File: config.mk
export PLATFORM = sky130hd
export DESIGN_NAME = seq_alu_flat
export DESIGN_NICKNAME = d
export VERILOG_FILES = /design/src/rtl/seq_alu_if.sv /design/src/rtl/seq_alu.sv /design/src/flat_wrapper.sv
export SDC_FILE = /design/constraint.sdc
export NUM_CORES = 1
export LEC_CHECK = 0
export CORE_MARGIN = 2
export CORE_UTILIZATION = 50
export DETAILED_ROUTE_END_ITERATION = 12
export PLACE_DENSITY = 0.76
export SLEW_MARGIN = 30
export SYNTH_ARGS = -nofsm -noshare
export SYNTH_HDL_FRONTEND = slang
export SYNTH_SLANG_ARGS = --single-unit
File: constraint.sdc
create_clock -name clk -period 3 [get_ports clk]
set_input_delay 0.9 -clock clk [delete_from_list [all_inputs] [get_ports clk]]
set_output_delay 0.9 -clock clk [all_outputs]
set_load 0.03 [all_outputs]
File: src/rtl/seq_alu_if.sv
// -----------------------------------------------------------------------------
// seq_alu_if
// Request/response bundle for the sequential ALU.
//   start  : request, sampled only while busy is low
//   A, B   : unsigned WIDTH-bit operands
//   ctrl   : opcode (00 add, 01 sub, 10 mul, 11 div or AND)
//   busy   : multi-cycle operation in progress
//   done   : one-cycle completion pulse
//   result : registered 2*WIDTH-bit result
//   zero   : result == 0
//   neg    : subtract went negative
//   dz     : divide by zero
// master = requester (front-end / bench), slave = the ALU.
// -----------------------------------------------------------------------------
interface seq_alu_if #(
    parameter int WIDTH = 4
);
    logic                 start;
    logic [WIDTH-1:0]     A;
    logic [WIDTH-1:0]     B;
    logic [1:0]           ctrl;
    logic                 busy;
    logic                 done;
    logic [2*WIDTH-1:0]   result;
    logic                 zero;
    logic                 neg;
    logic                 dz;

    modport master (
        output start, A, B, ctrl,
        input  busy, done, result, zero, neg, dz
    );

    modport slave (
        input  start, A, B, ctrl,
        output busy, done, result, zero, neg, dz
    );
endinterface

File: src/rtl/seq_alu.sv
// -----------------------------------------------------------------------------
// seq_alu
// Multi-cycle ALU with a start/done handshake. Add and subtract finish in one
// cycle straight from IDLE; multiply runs a WIDTH-cycle shift-add loop in EXEC.
//
// Optional feature macro: ALU_DIV_EN
//   defined   : ctrl=11 is a WIDTH-cycle unsigned restoring divide,
//               result = {remainder, quotient}, dz live.
//   undefined : ctrl=11 is a single-cycle bitwise AND, dz tied 0.
//
// Ports:
//   clk : rising-edge clock
//   rst : synchronous active-high reset
//   bus : seq_alu_if.slave (start, A, B, ctrl in; busy, done, result,
//         zero, neg, dz out -- all outputs registered)
// -----------------------------------------------------------------------------
module seq_alu #(
    parameter int WIDTH = 4
) (
    input  logic        clk,
    input  logic        rst,
    seq_alu_if.slave    bus
);

    localparam int RW    = 2 * WIDTH;
    localparam int CNT_W = (WIDTH > 2) ? $clog2(WIDTH) : 1;

    typedef enum logic {
        S_IDLE = 1'b0,
        S_EXEC = 1'b1
    } state_t;

    state_t             r_state;
    state_t             w_state_next;
    logic [CNT_W-1:0]   r_cnt;

    logic               r_busy;
    logic               r_done;
    logic [RW-1:0]      r_result;
    logic               r_zero;
    logic               r_neg;
    logic               r_dz;

    // Iterative datapath: r_acc is the product accumulator for multiply and
    // {remainder, quotient/dividend} for divide.
    logic [RW-1:0]      r_acc;
    logic [RW-1:0]      r_mcand;
    logic [WIDTH-1:0]   r_mplier;

    logic               w_accept;
    logic               w_is_multi;
    logic               w_last;
    logic [RW-1:0]      w_mul_acc;
    logic [RW-1:0]      w_acc_next;

    logic               w_load;
    logic [RW-1:0]      w_res_next;
    logic               w_neg_next;
    logic               w_dz_next;

`ifdef ALU_DIV_EN
    logic [WIDTH-1:0]   r_b;
    logic [1:0]         r_op;
    logic [WIDTH:0]     w_shift;
    logic [WIDTH:0]     w_diff;
    logic               w_ge;
    logic [RW-1:0]      w_div_acc;
`endif

    // Single-cycle operations. Subtract wraps in 2*WIDTH bits, which is
    // exactly the sign extension of the WIDTH+1-bit difference.
    function automatic logic [RW-1:0] f_single(
        input logic [WIDTH-1:0] a,
        input logic [WIDTH-1:0] b,
        input logic [1:0]       op
    );
        logic [RW-1:0] res;
        case (op)
            2'b00:   res = RW'(a) + RW'(b);
            2'b01:   res = RW'(a) - RW'(b);
            default: res = RW'(a & b);
        endcase
        return res;
    endfunction

    assign w_accept = bus.start && (r_state == S_IDLE);
    assign w_last   = (r_cnt == CNT_W'(WIDTH - 1));

`ifdef ALU_DIV_EN
    assign w_is_multi = bus.ctrl[1];
`else
    assign w_is_multi = (bus.ctrl == 2'b10);
`endif

    // Shift-add step: add the shifted multiplicand when the current
    // multiplier LSB is set.
    assign w_mul_acc = r_mplier[0] ? (r_acc + r_mcand) : r_acc;

`ifdef ALU_DIV_EN
    // Restoring step: bring the next dividend bit into the partial remainder
    // and subtract B when it fits. With B=0 every step "fits", giving an
    // all-ones quotient and a remainder equal to A.
    assign w_shift   = {r_acc[RW-1:WIDTH], r_acc[WIDTH-1]};
    assign w_ge      = (w_shift >= {1'b0, r_b});
    assign w_diff    = w_shift - {1'b0, r_b};
    assign w_div_acc = {(w_ge ? w_diff[WIDTH-1:0] : w_shift[WIDTH-1:0]),
                        r_acc[WIDTH-2:0], w_ge};
    assign w_acc_next = (r_op == 2'b11) ? w_div_acc : w_mul_acc;
`else
    assign w_acc_next = w_mul_acc;
`endif

    // FSM state register
    always_ff @(posedge clk) begin
        if (rst) begin
            r_state <= S_IDLE;
        end else begin
            r_state <= w_state_next;
        end
    end

    // FSM next-state logic
    always_comb begin
        w_state_next = r_state;
        case (r_state)
            S_IDLE: if (w_accept && w_is_multi) w_state_next = S_EXEC;
            S_EXEC: if (w_last)                 w_state_next = S_IDLE;
            default:                            w_state_next = S_IDLE;
        endcase
    end

    // FSM output logic: decides when and what to load into the result
    // registers.
    always_comb begin
        w_load     = 1'b0;
        w_res_next = r_result;
        w_neg_next = r_neg;
        w_dz_next  = r_dz;
        case (r_state)
            S_IDLE: begin
                if (w_accept && !w_is_multi) begin
                    w_load     = 1'b1;
                    w_res_next = f_single(bus.A, bus.B, bus.ctrl);
                    w_neg_next = (bus.ctrl == 2'b01) && (bus.A < bus.B);
                    w_dz_next  = 1'b0;
                end
            end
            S_EXEC: begin
                if (w_last) begin
                    w_load     = 1'b1;
                    w_res_next = w_acc_next;
                    w_neg_next = 1'b0;
`ifdef ALU_DIV_EN
                    w_dz_next  = (r_op == 2'b11) && (r_b == '0);
`else
                    w_dz_next  = 1'b0;
`endif
                end
            end
            default: ;
        endcase
    end

    // Control and output registers
    always_ff @(posedge clk) begin
        if (rst) begin
            r_cnt    <= '0;
            r_busy   <= 1'b0;
            r_done   <= 1'b0;
            r_result <= '0;
            r_zero   <= 1'b1;
            r_neg    <= 1'b0;
            r_dz     <= 1'b0;
        end else begin
            if (r_state == S_EXEC && !w_last) begin
                r_cnt <= r_cnt + CNT_W'(1);
            end else begin
                r_cnt <= '0;
            end
            r_busy <= (w_state_next == S_EXEC);
            r_done <= w_load;
            if (w_load) begin
                r_result <= w_res_next;
                r_zero   <= (w_res_next == '0);
                r_neg    <= w_neg_next;
                r_dz     <= w_dz_next;
            end
        end
    end

    // Iterative datapath: loaded on acceptance, stepped once per EXEC cycle.
    // Operands are captured here so later input changes cannot disturb it.
    always_ff @(posedge clk) begin
        if (w_accept && w_is_multi) begin
            r_mcand  <= RW'(bus.A);
            r_mplier <= bus.B;
`ifdef ALU_DIV_EN
            r_b      <= bus.B;
            r_op     <= bus.ctrl;
            r_acc    <= (bus.ctrl == 2'b11) ? RW'(bus.A) : '0;
`else
            r_acc    <= '0;
`endif
        end else if (r_state == S_EXEC) begin
            r_acc    <= w_acc_next;
            r_mcand  <= r_mcand << 1;
            r_mplier <= r_mplier >> 1;
        end
    end

    assign bus.busy   = r_busy;
    assign bus.done   = r_done;
    assign bus.result = r_result;
    assign bus.zero   = r_zero;
    assign bus.neg    = r_neg;
    assign bus.dz     = r_dz;

endmodule

File: src/flat_wrapper.sv
// flat-port wrapper written by rule: the top's interface ports become plain ports
module seq_alu_flat 
#(
    parameter int WIDTH = 4
)
  (clk, rst, bus_start, bus_A, bus_B, bus_ctrl, bus_busy, bus_done, bus_result, bus_zero, bus_neg, bus_dz);
  seq_alu_if #(.WIDTH(WIDTH)) bus_i ();
  input  logic clk;
  input  logic rst;
  input wire logic [$bits(bus_i.start)-1:0] bus_start;
  input wire logic [$bits(bus_i.A)-1:0] bus_A;
  input wire logic [$bits(bus_i.B)-1:0] bus_B;
  input wire logic [$bits(bus_i.ctrl)-1:0] bus_ctrl;
  output wire logic [$bits(bus_i.busy)-1:0] bus_busy;
  output wire logic [$bits(bus_i.done)-1:0] bus_done;
  output wire logic [$bits(bus_i.result)-1:0] bus_result;
  output wire logic [$bits(bus_i.zero)-1:0] bus_zero;
  output wire logic [$bits(bus_i.neg)-1:0] bus_neg;
  output wire logic [$bits(bus_i.dz)-1:0] bus_dz;
  assign bus_i.start = bus_start;
  assign bus_i.A = bus_A;
  assign bus_i.B = bus_B;
  assign bus_i.ctrl = bus_ctrl;
  assign bus_busy = bus_i.busy;
  assign bus_done = bus_i.done;
  assign bus_result = bus_i.result;
  assign bus_zero = bus_i.zero;
  assign bus_neg = bus_i.neg;
  assign bus_dz = bus_i.dz;
  seq_alu #(.WIDTH(WIDTH)) u_core (.clk(clk), .rst(rst), .bus(bus_i));
endmodule
After elaboration in Yosys (flattened, before gate mapping)

Index checks and enable logic that the tools add are counted.

Register bits after elaboration: 35
Output and inout port bits: 13

Add/sub/neg operators: 4
Order comparisons: 1
Eq/ne operators: 5
Muxes and demuxes: 20
Bitwise operators: 3
Reductions and logical operators: 12

Operator list:

| operator                                             | number |
|---|---|
| one-hot mux 8 bit (2 select lines)                   | 2 |
| two-way mux 8 bit                                    | 3 |
| two-way mux 4 bit                                    | 4 |
| adder 8 bit                                          | 1 |
| logical NOT 8 bit                                    | 1 |
| one-hot mux 1 bit (2 select lines)                   | 4 |
| two-way mux 1 bit                                    | 7 |
| adder 4 x 4 -> 5 bit                                 | 1 |
| logical AND 1 bit                                    | 5 |
| subtractor 4 x 4 -> 5 bit                            | 1 |
| bitwise AND 4 bit                                    | 1 |
| equality test 2 bit (second input constant)          | 2 |
| < comparator 4 bit                                   | 1 |
| != test 2 bit (second input constant)                | 2 |
| AND reduction 3 bit                                  | 1 |
| adder 2 x 1 -> 2 bit (second input constant)         | 1 |
| equality test 2 x 1 -> 1 bit (second input constant) | 1 |
| logical NOT 1 bit                                    | 2 |
| logical NOT 2 bit                                    | 1 |
| inverter 1 bit                                       | 2 |
| nonzero test 2 bit                                   | 1 |
| OR reduction 2 bit                                   | 1 |

Depth between registers and ports, before layout

Gate-level depths: netlist of the first run.

Depth in word-level cells: 6
Depth in mapped cells: 11

Worst setup path after synthesis of the first run

OpenSTA, ideal clock, no wires.

Kind: in2reg
From: in bus_A[0]
To: reg u_core.r_zero, in the netlist u_core.bus.zero
Library setup time: 0.059 ns
Arrival: 2.663 ns
Required time: 2.941 ns
Path slack: 0.278 ns
Stages on the path: 10
Path buffers: 0
Cells stage by stage: inv_1 ha_1 inv_1 fa_1 mux2i_1 a211oi_1 a211oi_1 nand4_1 a2111oi_1 a31o_1

Longest elaborated chain between the ends: 5

RTL lines:

| item                                                    | RTL line           | source |
|---|---|---|
| start, declared                                         | flat_wrapper.sv:11 | `input wire logic [$bits(bus_i.A)-1:0] bus_A;` |
| subtractor 4 x 4 -> 5 bit, or another cell as far along | seq_alu.sv:80      | `2'b01: res = RW'(a) - RW'(b);` |
| one-hot mux 8 bit (2 select lines) *                    | seq_alu.sv:78      | `case (op)` |
| two-way mux 8 bit *                                     | seq_alu.sv:141     | `if (w_accept && !w_is_multi) begin` |
| one-hot mux 8 bit (2 select lines) *                    | seq_alu.sv:139     | `case (r_state)` |
| logical NOT 8 bit *                                     | seq_alu.sv:184     | `r_zero <= (w_res_next == '0);` |
| end signal, assigned                                    | seq_alu.sv:184     |  |
| end, declared                                           | seq_alu.sv:40      | `logic r_zero;` |

Mark *: on every way between the ends. The rest lies on a longest branch, timed or not.
A chain may end at the register's enable or synchronous reset.

Final worst setup path of the first run

From: in bus_B[1]
To: reg u_core.r_zero, in the netlist u_core.bus.zero

Longest elaborated chain between the ends: 5

RTL lines:

| item                                                    | RTL line           | source |
|---|---|---|
| start, declared                                         | flat_wrapper.sv:12 | `input wire logic [$bits(bus_i.B)-1:0] bus_B;` |
| subtractor 4 x 4 -> 5 bit, or another cell as far along | seq_alu.sv:80      |  |
| one-hot mux 8 bit (2 select lines) *                    | seq_alu.sv:78      |  |
| two-way mux 8 bit *                                     | seq_alu.sv:141     |  |
| one-hot mux 8 bit (2 select lines) *                    | seq_alu.sv:139     |  |
| logical NOT 8 bit *                                     | seq_alu.sv:184     |  |

Marked as above.

==> results.cfg, run 1 <==
[synthesis]
yosysWarnings = 0
synthArstFlopShare = 0
synth_seq_area_share = 0.351
synth_cell_types = 52
ys_ff_latch = 34
synthFlopType = dfxtp_1
avgSynthCellArea_um2 = 8.50
syn-num-nets = 288
synth_area_mm2 = 0.00217
synth-edff-count = 8
netlist_instances = 255

[global_routing]
grt_overflow_total = 0
grtUsageTotal = 0.241
grt_antenna_before_repair = 0
grt_pass1_wl_um = 9280
grt_max_degree = 19
grt_pass1_vias = 2021

[detailed_routing]
vias_per_cell = 5.63
first_iter_violations = 156
via_count = 2025
ant_nets = 0
avgRoutedWirePerCell_um = 15.6
drc = 0
drt-total-wl_um = 5600
dr.pass1.iters = 4

[sta]
setup_tns_ns = 0
timing.fmax_mhz = 343
setup_viol = 0
period_share = 0.972
hold_slack_ns = 0.433
rsz0062_at_grt = no
slew_violations = 0
min_period_ns = 2.92
tightest_slew_ns = 0.585
finalHoldViolations = 0
slew_headroom = 0.609
worst_slack_ns = 0.0832
skew_ns = 0.00176

[clocking]
cts_made_buffers = 5
clkSlewWorstSetupHoldPaths_ns = 0.07
cts_tree = yes
holdBufCountCts = 0
cts_sinks = 34
clock_latency_ns = 0.29
htree_num_levels = 2
clock-root-buffer = clkbuf_8
clockBufferDepth = 2

[power]
ir_drop_v = 0.000448
netSwitchingPower_w = 0.000503
cellPowerDensity_mw_per_mm2 = 544
p_sw_frac = 0.322
combPwrFrac = 0.319
clock_power_share = 0.310
pwr-share-seq = 0.370
p_leak_nw = 1.21
internal_power_w = 0.00106

[cells_and_area]
n_fill_cell = 325
syn_to_final_growth_pct = 32.6
drive_gt1_frac = 0.194
num-nets-final = 342
final_area_mm2 = 0.00288
n_antenna_cell = 0

[placed_design]
postPlaceCellArea_mm2 = 0.00267
dp_hpwl_um = 4150
io_buffers = 24
place_ws_ns = -0.607
gp_congestion = 0.961

[worst_setup_path]
arrival_ns = 3.15
crit_start = bus_B[1]
r2r_start = u_core.r_mcand[0]
cp-end-kind = flip-flop
critPathKind = in -> reg
crit_required_ns = 3.24
critPathMaxFanout = 3
cp-start-kind = input port

[floorplanning]
start_util = 0.531
ios = 26
chipHeight_um = 69.9
die_x_um = 69.9
die-area_mm2 = 0.00488
num_rows = 23
fp.coreArea_mm2 = 0.00409

[job]
cap_violations = 0

[status]
status = finished clean

[hold_path]
worstHoldStart = u_core.r_cnt[0]
hold_class = reg -> reg
power groups by stage:
stage / registers (W) / logic (W) / clock network [W]
6_report: 0.000579 / 0.000500 / 0.000486
5_1_grt: 0.000587 / 0.000552 / 0.000513
4_1_cts: 0.000578 / 0.000492 / 0.000489
3_5_place_dp: 0.000588 / 0.000473 / 0
3_3_place_gp: 0.000584 / 0.000456 / 0
2_1_floorplan: 0.000589 / 0.000306 / 0
worst max-delay path, cell delays in order:
cell and delay (ns):
clkdlybuf4s50_1 0.50, inv_1 0.08, buf_4 0.14, ha_1 0.29, nor2b_1 0.14, o21ai_1 0.22, a31oi_1 0.13, xor2_1 0.18
a311oi_2 0.38, a31o_1 0.20
through the flow:
| step | total power [W] | utilization | std cells |
|---|---|---|---|
| final | 0.00156 | 0.704 | 360 |
| after global routing | 0.00165 | 0.704 | 360 |
| after CTS | 0.00156 | 0.701 | 359 |
| after detailed placement | 0.00106 | 0.654 | 350 |
| after global placement | 0.00104 | 0.654 | 350 |
| after floorplan | 0.000895 | - | 255 |
final cells by class:
class / instances / area (µm²) / share of cell area
multi-input combinational: 196 / 1360 / 0.472
sequential: 34 / 761 / 0.265
timing repair buffer: 59 / 513 / 0.178
clock buffer: 6 / 93.8 / 0.0326
tap: 50 / 62.6 / 0.0218
inverter: 13 / 48.8 / 0.0170
clock inverter: 2 / 38.8 / 0.0135
state kept, by name, summed over array words and instances (netlist names), 2 cells and up:
name and count:
u_core.r_mplier 4, u_core.r_acc 8, u_core.bus.result 8, u_core.r_cnt 2
u_core.r_mcand 8
cell usage after synthesis (all sizes together) (3+ instances only):
cell	number	area, µm²
nand2b	6	40.0
o21ai	18	90.1
mux2i	4	40.0
inv	13	48.8
nand2	38	145
edfxtp	8	240
nand4	3	18.8
ha	17	213
o22ai	3	18.8
a311oi	3	32.5
nor2b	9	63.8
nor2	19	71.3
dfxtp	26	521
buf	5	32.5
clkbuf	7	26.3
a211oi	6	45.0
xnor2	4	35.0
xor2	3	26.3
a21o	5	37.5
nand3	3	15.0
a31oi	3	18.8
nor3	3	15.0
a21oi	20	100
fa	3	60.1
worst paths after layout:
path         cells after the start  slack (ns)              end
min                              1        0.43  u_core.r_cnt[0]
max                             10        0.08  u_core.bus.zero
max reg2reg                     10        0.30  u_core.bus.zero
min reg2reg                      1        0.43  u_core.r_cnt[0]
cells in the final DEF, fill, tap and decap left out, types with 2 or more instances in the layout:
cell and count:
buf_4 34, a221o_1 2, xnor2_1 4, nand3b_1 2, dfxtp_1 26, dlygate4sd2_1 2
inv_1 12, nor2_1 19, a21o_1 5, nand3_1 3, nand4_1 3, nand2_1 37
clkbuf_8 5, nor2b_1 8, fa_1 2, a31oi_1 3, o21ai_0 17, a21oi_1 19
o22ai_1 3, a211oi_1 4, mux2i_1 4, clkdlybuf4s50_1 22, xor2_1 3, o31ai_1 2
a311oi_2 2, nand2b_1 5, ha_1 15, nor3_1 3, edfxtp_1 8
kinds of logic (layout without fill, tap and decap cells):
family | count (synthesis) | in the layout | share of synthesized area
other cells | 1 | 1 | 0.00173
fa+ha+maj | 20 | 20 | 0.126
xor+xnor | 7 | 7 | 0.0283
mux | 5 | 5 | 0.0237
buf+inv | 25 | 80 | 0.0496
flops | 34 | 34 | 0.351
compound gates | 73 | 73 | 0.220
simple gates | 90 | 90 | 0.200
metal layers:
layer	up-vias	GRT usage	wire length, µm
li1	1008	-	-
met1	952	0.316	2460
met2	57	0.406	2700
met3	8	0.0447	358
met4	0	0.0641	80
met5	-	0	0
repair_timing:
item | in CTS | in global routing
endpoints found under the setup margin | 2 | 2
pin swaps | 9 | 2
setup buffers | 1 | 1
gates resized for setup | 12 | 2
cloned | 0 | 0
Power figures use the tool's default switching activity.
==> inputs of run 2 (changes only) <==
Settings changed: CTS_CLUSTER_DIAMETER from default to 150, PLACE_DENSITY 0.76 to 0.73.
==> results.cfg, run 2 (synthesis gave the netlist of run 1 again) <==
[status]
status = finished clean

[cells_and_area]
n_antenna_cell = 0
drive_gt1_frac = 0.182
num-nets-final = 340
final_area_mm2 = 0.00284
syn_to_final_growth_pct = 30.9
final_cell_mix = nand2_1 (37), buf_4 (32), dfxtp_1 (26)
stdcell_count = 358
final_common_cell = nand2_1

[placed_design]
gp_congestion = 0.911
dpl.cell_count = 350
io_buffers = 24
dp_hpwl_um = 3970
place_ws_ns = -0.438
postPlaceCellArea_mm2 = 0.00267

[sta]
slew_violations = 0
hold_slack_ns = 0.449
min_period_ns = 2.89
worst_slack_ns = 0.114
finalHoldViolations = 0
period_share = 0.962
timing.fmax_mhz = 347
setup_viol = 0
rsz0062_at_grt = no
skew_ns = 0.00900
slew_headroom = 0.559
tightest_slew_ns = 0.661

[hold_path]
hold_class = reg -> reg

[clocking]
cts_tree = yes
clock_latency_ns = 0.30
clockBufferDepth = 2
htree_num_levels = 2
clock-root-buffer = clkbuf_8
cts_sinks = 34
clkSlewWorstSetupHoldPaths_ns = 0.06
cts_made_buffers = 5

[detailed_routing]
dr.pass1.iters = 5
first_iter_violations = 180
vias_per_cell = 5.46
drc = 0
via_count = 1956
ant_nets = 0
drt-total-wl_um = 5290
avgRoutedWirePerCell_um = 14.8

[floorplanning]
start_util = 0.531
die_x_um = 69.9
die-area_mm2 = 0.00488
chipHeight_um = 69.9
ios = 26
fp.coreArea_mm2 = 0.00409
num_rows = 23

[power]
cellPowerDensity_mw_per_mm2 = 500
ir_drop_v = 0.000319
p_leak_nw = 1.23
power_w = 0.00142

[worst_setup_path]
critPathMaxFanout = 3
cp_cell_sequence = clkdlybuf4s50_1 -> inv_1 -> ha_4 -> or3b_1 -> a211oi_4 -> a221o_1 -> a311oi_2 -> nand4_1 -> a2111oi_2 -> a31o_1
crit_required_ns = 3.23
slowest_stage = clkdlybuf4s50_1
cp-end-kind = flip-flop
max_stage_delay_ns = 0.43
critPathKind = in -> reg
cp-start-kind = input port
arrival_ns = 3.12

[global_routing]
grt_antenna_before_repair = 0
grt_max_degree = 18
grt_pass1_vias = 1902
grtUsageTotal = 0.236
grt_pass1_wl_um = 9040
grt_overflow_total = 0

[job]
cap_violations = 0
run 2: worst paths after layout:
kind	to	start	slack (ns)	cells after the start
worst max-delay path	u_core.bus.zero	bus_B[3]	0.11	10
worst max register to register	u_core.bus.zero	u_core.r_mcand[0]	0.40	10
worst min register to register	u_core.r_cnt[0]	u_core.r_cnt[0]	0.45	1
worst min-delay path	u_core.r_cnt[0]	u_core.r_cnt[0]	0.45	1
run 2: cell type report:
| cell class | instances | area, µm² |
|---|---|---|
| Tap cell | 50 | 62.6 |
| Timing Repair Buffer | 57 | 515 |
| Inverter | 13 | 48.8 |
| Sequential cell | 34 | 761 |
| Clock buffer | 8 | 90.1 |
| Multi-Input combinational cell | 196 | 1360 |
| Fill cell | 338 | 1250 |
run 2: worst max-delay path, delay by kind of cell:
kind                     cells  cell delay, ns
AND/OR/NAND/NOR              2            0.35
AO/OA/AOI/OAI                5            1.17
adder cells (fa/ha/maj)      1            0.15
buffers and inverters        2            0.56
run 2: per-stage QoR:
| stage | util | setup TNS (ns) |
|---|---|---|
| after floorplan | - | 0 |
| after global placement | 0.654 | -1.17 |
| after detailed placement | 0.654 | -1.29 |
| final | 0.695 | 0 |
| after global routing | 0.695 | 0 |
| after CTS | 0.682 | 0 |
run 2: power by group:
group	leakage, nW	internal (W)	switching, W	total (W)
clock	0.0455	0.000187	0.000168	0.000355
sequential	0.289	0.000527	0.0000510	0.000578
combinational	0.899	0.000233	0.000254	0.000487
run 2: per-layer routing:
layer,share of wire,up-vias,routed length (µm),GRT usage
li1,-,1003,-,-
met4,0.012,0,65,0.0684
met1,0.49,898,2580,0.334
met2,0.45,47,2390,0.358
met5,0,-,0,0
met3,0.047,8,247,0.0577
run 2: repair_timing:
item | 4_1_cts | 5_1_grt
pin swaps | 2 | 6
resized for setup | 5 | 14
endpoints found under the hold margin | 0 | 0
cloned | 0 | 0
buffers inserted | 0 | 0
hold buffers | 0 | 0
setup endpoints to repair | 1 | 1
==> inputs of run 3 (changes only) <==
Clock period 3 ns to 3.55 ns, I/O delays scaled along.
==> results.cfg, run 3 (synthesis gave the netlist of run 1 again) <==
[clocking]
cts_made_buffers = 5
holdBufCountCts = 0
cts_sinks = 34
cts.repair.resized = 0
htree_num_levels = 2
clkSlewWorstSetupHoldPaths_ns = 0.07
clock-root-buffer = clkbuf_8
cts_tree = yes
clock_latency_ns = 0.29
clockBufferDepth = 2
post_cts.repair.setup_buffers = 0

[cells_and_area]
n_fill_cell = 356
drive_gt1_frac = 0.0972
final_common_cell = nand2_1
syn_to_final_growth_pct = 21.9
n_antenna_cell = 0
final_cell_mix = nand2_1 (37), dfxtp_1 (26), clkdlybuf4s50_1 (24)
stdcell_count = 338
num-nets-final = 320

[sta]
period_share = 0.946
tightest_slew_ns = 0.559
slew_violations = 0
finalHoldViolations = 0
setup_tns_ns = 0
slew_headroom = 0.627
skew_ns = 0.00839
worst_slack_ns = 0.192
min_period_ns = 3.36
timing.fmax_mhz = 298
rsz0062_at_grt = no
setup_viol = 0

[hold_path]
hold_class = reg -> reg

[worst_setup_path]
critPathKind = in -> reg
cp_cell_sequence = clkdlybuf4s50_1 -> inv_1 -> ha_1 -> inv_1 -> fa_1 -> mux2i_1 -> a211oi_1 -> a211oi_1 -> nand4_1 -> a2111oi_1 -> a31o_1
critPathBufInv = 3
cpLargestDelayFamily = compound AO/OA/AOI/OAI gates
cp-start-kind = input port
slowest_stage = clkdlybuf4s50_1
critPathMaxFanout = 2
max_stage_delay_ns = 0.48
crit_required_ns = 3.79
cp-end-kind = flip-flop
arrival_ns = 3.60

[placed_design]
place_ws_ns = -0.106
dp_hpwl_um = 3820
gp_congestion = 0.884
dpl.cell_count = 330
io_buffers = 24

[floorplanning]
ios = 26
chipHeight_um = 69.9
start_util = 0.531
fp.coreArea_mm2 = 0.00409
die-area_mm2 = 0.00488
die_x_um = 69.9
num_rows = 23

[job]
cap_violations = 0

[detailed_routing]
ant_nets = 0
avgRoutedWirePerCell_um = 14.9
drc = 0
vias_per_cell = 5.64
via_count = 1905
first_iter_violations = 91
dr.pass1.iters = 4
drt-total-wl_um = 5050

[global_routing]
grt_max_degree = 20
grtUsageTotal = 0.219
grt_pass1_wl_um = 8510
grt_pass1_vias = 1770
grt_antenna_before_repair = 0
grt_overflow_total = 0

[power]
cellPowerDensity_mw_per_mm2 = 480
p_leak_nw = 1.10
power_w = 0.00127
ir_drop_v = 0.000268

[status]
status = finished clean
## run 3: worst reg2reg max path, stage by stage (launching register included)
cell and delay, ns:
dfxtp_1 0.35, ha_1 0.17, inv_1 0.05, fa_1 0.39, nand2b_1 0.16, a21oi_1 0.20
nand2_1 0.10, a311oi_1 0.42, o32ai_1 0.19, a2111oi_1 0.38, a31o_1 0.20
## run 3: per-stage QoR
step / util / area (µm²) / hold slack [ns]
4_1_cts: 0.647 / 2640 / 0.433
6_report: 0.647 / 2640 / 0.432
3_5_place_dp: 0.614 / 2510 / 0.422
3_3_place_gp: 0.614 / 2510 / 0.419
5_1_grt: 0.647 / 2640 / 0.462
2_1_floorplan: - / 2170 / 0.407
## run 3: area by class of cell
class / count / area (µm²) / area share
Multi-Input combinational cell: 196 / 1300 / 0.492
Sequential cell: 34 / 761 / 0.288
Timing Repair Buffer: 37 / 338 / 0.128
Clock buffer: 6 / 93.8 / 0.0355
Tap cell: 50 / 62.6 / 0.0237
Inverter: 13 / 48.8 / 0.0185
Clock inverter: 2 / 38.8 / 0.0147
## run 3: worst paths after layout
| path | from | endpoint | slack (ns) | cells after the start |
|---|---|---|---|---|
| setup / recovery | bus_A[0] | u_core.bus.zero | 0.19 | 11 |
| hold / removal | u_core.r_cnt[0] | u_core.r_cnt[0] | 0.43 | 1 |
| setup reg to reg | u_core.r_acc[0] | u_core.bus.zero | 0.90 | 10 |
| hold reg to reg | u_core.r_cnt[0] | u_core.r_cnt[0] | 0.43 | 1 |
## run 3: layer usage
metal	GRT usage	vias up	wire length, µm
met5	0	-	0
met4	0.0791	0	87
met3	0.0404	9	291
met2	0.322	51	2180
met1	0.322	886	2490
li1	-	959	-
## run 3: power breakdown
| part | internal, W | leakage (nW) | switching, W |
|---|---|---|---|
| Sequential | 0.000445 | 0.289 | 0.0000425 |
| Clock | 0.000253 | 0.0665 | 0.000154 |
| Combinational | 0.000171 | 0.742 | 0.000203 |
| Total | 0.000869 | 1.10 | 0.000399 |
